$ cat src/rtl/instr_pkg.sv
// instr_pkg: shared MIPS format codes, field bit positions and encoder state encoding.
package instr_pkg;

   localparam logic [1:0] FMT_R   = 2'b00;
   localparam logic [1:0] FMT_I   = 2'b01;
   localparam logic [1:0] FMT_J   = 2'b10;
   localparam logic [1:0] FMT_BAD = 2'b11;

   localparam int OP_HI   = 31;
   localparam int OP_LO   = 26;
   localparam int RS_HI   = 25;
   localparam int RS_LO   = 21;
   localparam int RT_HI   = 20;
   localparam int RT_LO   = 16;
   localparam int RD_HI   = 15;
   localparam int RD_LO   = 11;
   localparam int SA_HI   = 10;
   localparam int SA_LO   = 6;
   localparam int FUNC_HI = 5;
   localparam int FUNC_LO = 0;
   localparam int IMM_HI  = 15;
   localparam int IMM_LO  = 0;
   localparam int ADDR_HI = 25;
   localparam int ADDR_LO = 0;

   typedef enum logic [2:0] {ST_IDLE, ST_WR0, ST_WR1, ST_WR2, ST_WR3} enc_state_e;

endpackage

$ cat src/rtl/instr_field_pack.sv
// instr_field_pack: packs decoded MIPS fields into a 32-bit word for the selected format.
module instr_field_pack
   import instr_pkg::*;
(
   input  logic [1:0]  fmt,
   input  logic [5:0]  op,
   input  logic [4:0]  rs,
   input  logic [4:0]  rt,
   input  logic [4:0]  rd,
   input  logic [4:0]  sa,
   input  logic [5:0]  func,
   input  logic [15:0] immediate,
   input  logic [25:0] addr,
   output logic [31:0] word,
   output logic        illegal
);

   always_comb begin
      word = '0;
      word[OP_HI:OP_LO] = op;
      if (fmt == FMT_J) word[ADDR_HI:ADDR_LO] = addr;
      else begin
         word[RS_HI:RS_LO] = rs;
         word[RT_HI:RT_LO] = rt;
         if (fmt == FMT_I) word[IMM_HI:IMM_LO] = immediate;
         else begin
            word[RD_HI:RD_LO]     = rd;
            word[SA_HI:SA_LO]     = sa;
            word[FUNC_HI:FUNC_LO] = func;
         end
      end
   end

   assign illegal = !(fmt inside {FMT_R, FMT_I, FMT_J});

endmodule

$ cat src/rtl/instruction_encoder.sv
// instruction_encoder: accepts field bundles, packs them and writes each word
// big-endian, one byte per cycle, into byte-wide instruction memory.
module instruction_encoder
   import instr_pkg::*;
#(
   parameter int ADDR_W = 8,
   parameter int BASE   = 0
) (
   input  logic              CLK,
   input  logic              Reset,
   input  logic              clear,
   input  logic              in_valid,
   output logic              in_ready,
   input  logic [1:0]        fmt,
   input  logic [5:0]        op,
   input  logic [4:0]        rs,
   input  logic [4:0]        rt,
   input  logic [4:0]        rd,
   input  logic [4:0]        sa,
   input  logic [5:0]        func,
   input  logic [15:0]       immediate,
   input  logic [25:0]       addr,
   output logic              mem_we,
   output logic [ADDR_W-1:0] mem_addr,
   output logic [7:0]        mem_wdata,
   output logic [31:0]       word_out,
   output logic [ADDR_W-2:0] word_count,
   output logic              full,
   output logic              err
);

   localparam int PTR_W = ADDR_W + 1;
   localparam logic [PTR_W-1:0] BASE_P = PTR_W'(BASE);
   localparam logic [PTR_W-1:0] LAST_P = PTR_W'((1 << ADDR_W) - 4);

   enc_state_e        state_q, state_d;
   logic [PTR_W-1:0]  ptr_q, ptr_d;
   logic [ADDR_W-2:0] cnt_q, cnt_d;
   logic [31:0]       word_q, word_d;
   logic              err_q, err_d;
   logic              we_q, we_d;
   logic [ADDR_W-1:0] addr_q, addr_d;
   logic [7:0]        wdata_q, wdata_d;
   logic [31:0]       packed_word;
   logic              illegal;
   logic              accept;
   logic [1:0]        k;

   instr_field_pack u_pack (
      .fmt       (fmt),
      .op        (op),
      .rs        (rs),
      .rt        (rt),
      .rd        (rd),
      .sa        (sa),
      .func      (func),
      .immediate (immediate),
      .addr      (addr),
      .word      (packed_word),
      .illegal   (illegal)
   );

   assign full     = ptr_q > LAST_P;
   assign in_ready = Reset & (state_q == ST_IDLE) & ~full & ~clear;
   assign accept   = in_valid & in_ready;

   // Byte-lane outputs are registered against the next state so the first byte appears one cycle after accept.
   always_comb begin
      state_d = state_q;
      ptr_d   = ptr_q;
      cnt_d   = cnt_q;
      word_d  = word_q;
      err_d   = 1'b0;
      if (clear) begin
         state_d = ST_IDLE;
         ptr_d   = BASE_P;
         cnt_d   = '0;
      end else if (state_q == ST_IDLE) begin
         if (accept && illegal) err_d = 1'b1;
         else if (accept) begin
            word_d  = packed_word;
            state_d = ST_WR0;
         end
      end else if (state_q == ST_WR3) begin
         state_d = ST_IDLE;
         ptr_d   = ptr_q + PTR_W'(4);
         cnt_d   = cnt_q + (ADDR_W-1)'(1);
      end else state_d = enc_state_e'(state_q + 3'd1);
      we_d    = state_d != ST_IDLE;
      k       = 2'(state_d - ST_WR0);
      addr_d  = we_d ? ptr_q[ADDR_W-1:0] + ADDR_W'(k) : addr_q;
      wdata_d = we_d ? word_d[8*(3-int'(k)) +: 8] : wdata_q;
   end

   always_ff @(posedge CLK or negedge Reset) begin
      if (!Reset) begin
         state_q <= ST_IDLE;
         ptr_q   <= BASE_P;
         cnt_q   <= '0;
         word_q  <= '0;
         err_q   <= 1'b0;
         we_q    <= 1'b0;
         addr_q  <= '0;
         wdata_q <= '0;
      end else begin
         state_q <= state_d;
         ptr_q   <= ptr_d;
         cnt_q   <= cnt_d;
         word_q  <= word_d;
         err_q   <= err_d;
         we_q    <= we_d;
         addr_q  <= addr_d;
         wdata_q <= wdata_d;
      end
   end

   assign mem_we     = we_q;
   assign mem_addr   = addr_q;
   assign mem_wdata  = wdata_q;
   assign word_out   = word_q;
   assign word_count = cnt_q;
   assign err        = err_q;

endmodule

$ cat config.mk
export PLATFORM = sky130hd
export DESIGN_NAME = instruction_encoder
export DESIGN_NICKNAME = d
export VERILOG_FILES = /design/src/rtl/instr_pkg.sv /design/src/rtl/instr_field_pack.sv /design/src/rtl/instruction_encoder.sv
export SDC_FILE = /design/constraint.sdc
export NUM_CORES = 1
export LEC_CHECK = 0
export ABC_CLOCK_PERIOD_IN_PS = 3000
export BUFFER_PORTS_ARGS = -buffer_cell sky130_fd_sc_hd__buf_4
export CAP_MARGIN = 20
export CORE_ASPECT_RATIO = 0.8
export CORE_MARGIN = 8
export CORE_UTILIZATION = 46
export DETAILED_ROUTE_END_ITERATION = 8
export MAX_ROUTING_LAYER = met4
export PLACE_DENSITY = 0.82
export SETUP_SLACK_MARGIN = 0.15
export SYNTH_ARGS = -nofsm -noshare
export SYNTH_HDL_FRONTEND = slang
export SYNTH_SLANG_ARGS = --single-unit
export TNS_END_PERCENT = 10
$ cat constraint.sdc
create_clock -name CLK -period 3 [get_ports CLK]
set_input_delay 0.15 -clock CLK [delete_from_list [all_inputs] [get_ports CLK]]
set_output_delay 0.15 -clock CLK [all_outputs]
set_load 0.01 [all_outputs]
==> results by group <==
Synthesis
  • Synth warn: 0
  • Leading post-synthesis cells by cell area: dfrtp_1 42%, mux2i_1 9.4%, nand2_1 7.6%, o211ai_1 5.0%, a21oi_1 3.2%
  • #FFs+latches synth: 67
  • Synth top area share: 41.65%
  • Syn_area_per_cell: 8.885 um2
  • Synth cell types: 45
  • Area leader, netlist: dfrtp_1
  • Post-synthesis cell area: 4025 um2
  • Sequential share of the synthesized area: 41.65%
  • Synth Instances: 453
  • Mapped Nets: 539
  • Top FF cell, synth: dfrtp_1
  • EDFF count, synth: 0
  • Ys async rst share: 100.0%

Final layout
  • Ant. Diodes: 0
  • Commonest non-fill, non-tap cell in the layout: buf_4
  • Most frequent cells in the layout: 157 x buf_4, 80 x nand2_1, 67 x dfrtp_1, 38 x mux2i_1, 27 x o211ai_1
  • Area of the multi-input gates: 2212 um2
  • Layout area overhead: 35.62%
  • Layout cell share with drive strength beyond 1: 32.15%
  • Fill count: 687
  • Final #Nets: 676
  • Sequential cell area: 1677 um2

Setup path
  • Crit path DAT: 3.03 ns
  • Kind of critical path: flip-flop to flip-flop
  • CP max FO: 9
  • Crit path capture type: flip-flop
  • Worst Path Required: 3.25 ns
  • Worst reg2reg path depth: 12
  • CP Launch Type: flip-flop

Floorplan
  • Die Area: 12020 um2
  • Core Area: 8483 um2
  • Die Span Y: 99.67 um
  • Site row count: 30
  • Ports: 139
  • Die width: 120.6 um
  • Initial core utilization: 47.45%

STA
  • Hold Vio Cnt, Final: 0
  • Setup TNS: 0 ns
  • Fmax: 359.7 MHz
  • Setup ws final: 0.2198 ns
  • Period utilization: 92.67%
  • Tightest Pin Transition: 0.8479 ns
  • Skew final: 0.006538 ns
  • Final setup fails: 0
  • Max transition margin: 43.47%
  • Max-slew violations: 0
  • Tmin final: 2.780 ns
  • RSZ-0062 raised after global routing: no

Detailed routing
  • DRT Pass-1 Iters: 6
  • Iter 0 DRT Violations: 324
  • Residual DRC count: 0
  • Via/cell ratio: 5.788
  • Final ANT Viol Nets: 0
  • Routed Wire Length: 12980 um
  • Vias: 4086
  • WL per Instance: 18.38 um

Power and ir drop
  • Power Density: 884.2 nW/um2
  • Post-layout total power: 4827 uW
  • VDD IR max: 0.0005127 V
  • P_leak: 0.002677 uW

Clock tree
  • Clock buffer depth: 2
  • # clock sinks: 67
  • CTS HTree Levels: 3
  • CTS buffer count: 9
  • Worst-skew pair later-pin latency: 0.34 ns
  • CTS Root Cell: clkbuf_8
  • CTS tree: yes
  • Clock transition at path regs: 0.07 ns

Global route
  • Total track usage: 21.17%
  • Largest net degree at the start of global routing: 68
  • Total gr overflow: 0
  • Vias in the first global route: 3883
  • Initial antenna violation count: 0
  • First-pass GRT wire length: 19820 um

Job
  • Maxcap violations: 0

Placed design
  • Port Buf Inserts: 138
  • Gpl congestion: 0.9085
  • Dpl hpwl: 9422 um
  • Dpl ws: 0.2087 ns

Run status
  • Run status: complete, no violations

Hold path
  • Hold Crit Class: input port to asynchronous set/reset pin
[sequential cells by signal (all words and copies together) (netlist names)]
| name | count |
|---|---|
| err | 1 |
| mem_addr | 8 |
| mem_wdata | 8 |
| mem_we | 1 |
| ptr_q | 7 |
| state_q | 3 |
| word_count | 7 |
| word_out | 32 |
[where the power goes]
| part | internal (uW) | switching (uW) | total [uW] | leakage (uW) |
|---|---|---|---|---|
| registers | 1210 | 323 | 1530 | 0.000867 |
| clock network | 424 | 330 | 755 | 0.0000995 |
| logic | 1140 | 1400 | 2540 | 0.00171 |
| total | 2780 | 2050 | 4830 | 0.00268 |
[cells by family (layout without fill, tap and decap cells)]
logic type | count (synthesis) | after routing | synth area share, %
flops | 67 | 67 | 41.65
fa+ha+maj | 6 | 6 | 1.865
buf+inv | 44 | 184 | 4.570
xor+xnor | 16 | 16 | 3.481
compound gates | 112 | 113 | 17.91
mux | 45 | 45 | 11.41
simple gates | 162 | 162 | 19.02
other cells | 1 | 1 | 0.09317
[per-stage QoR]
| stage | instance area [um2] | instances | util, % | hold slack (ns) |
|---|---|---|---|---|
| CTS | 5370 | 696 | 63.30 | 0.0005867 |
| floorplan | 4100 | 453 | - | -0.1456 |
| finish | 5459 | 706 | 64.35 | 0.003076 |
| global route | 5459 | 706 | 64.35 | 0.007445 |
| global placement | 5176 | 681 | 61.02 | 0.3556 |
| detailed placement | 5176 | 681 | 61.02 | 0.3586 |
[routing by layer]
layer / global-route usage (%) / up-vias / wire length, um
met1: 27.08 / 1955 / 5559
met5: - / - / 0
met2: 32.03 / 211 / 5997
met4: 5.843 / 0 / 264
li1: - / 1892 / -
met3: 6.116 / 28 / 1154
[worst paths after layout]
| kind | slack (ns) | start | endpoint |
|---|---|---|---|
| min | 0.003 | Reset | ptr_q[5]$_DFFE_PN0P_ |
| max | 0.22 | ptr_q[2]$_DFFE_PN0P_ | mem_wdata[1]$_DFFE_PN0P_ |
| min reg2reg | 0.48 | mem_addr[7]$_DFFE_PN0P_ | mem_addr[7]$_DFFE_PN0P_ |
| max in group asynchronous | 2.43 | Reset | word_out[2]$_DFF_PN0_ |
| min in group CLK | 0.01 | op[1] | word_out[27]$_DFF_PN0_ |
| max reg2reg | 0.22 | ptr_q[2]$_DFFE_PN0P_ | mem_wdata[1]$_DFFE_PN0P_ |
[synthesized netlist by cell type (4+ instances only)]
cell type  count
and3_1         4
dfrtp_1       67
inv_1         11
nand2b_1      14
a21oi_1       26
xnor2_1        6
o21ai_0        4
nand2_1       81
or4_1         13
o211ai_1      27
o22ai_1       15
clkbuf_1      22
mux2i_1       38
xor2_1        10
mux2_2         7
buf_2          6
nor2_1        26
nand4_1        5
nand3_1        7
ha_1           6
o21ai_1       25
[what timing repair did]
item | 4_1_cts | 5_1_grt
endpoints found under the setup margin | 0 | 8
gates resized for setup | 0 | 4
setup buffers | 0 | 8
endpoints found under the hold margin | 0 | 1
hold buffers | 0 | 1
[worst max-delay path: stages, from the launching register on]
cell,delay (ns)
dfrtp_1,0.43
ha_2,0.23
and4b_2,0.33
a2111oi_4,0.10
and2_4,0.19
a311o_1,0.36
inv_1,0.07
ha_2,0.18
o21a_4,0.22
clkinvlp_4,0.16
nand2_2,0.17
a21oi_1,0.05
a311oi_1,0.19
[area by class of cell]
type                            count  share of cell area, %
Clock buffer                       13                  2.911
Inverter                           11                 0.8710
Clock inverter                      2                 0.6418
Tap cell                          112                  2.567
Timing Repair Buffer              158                  21.77
Multi-Input combinational cell    343                  40.52
Sequential cell                    67                  30.71
No activity file was read; power rests on OpenSTA's default activity.
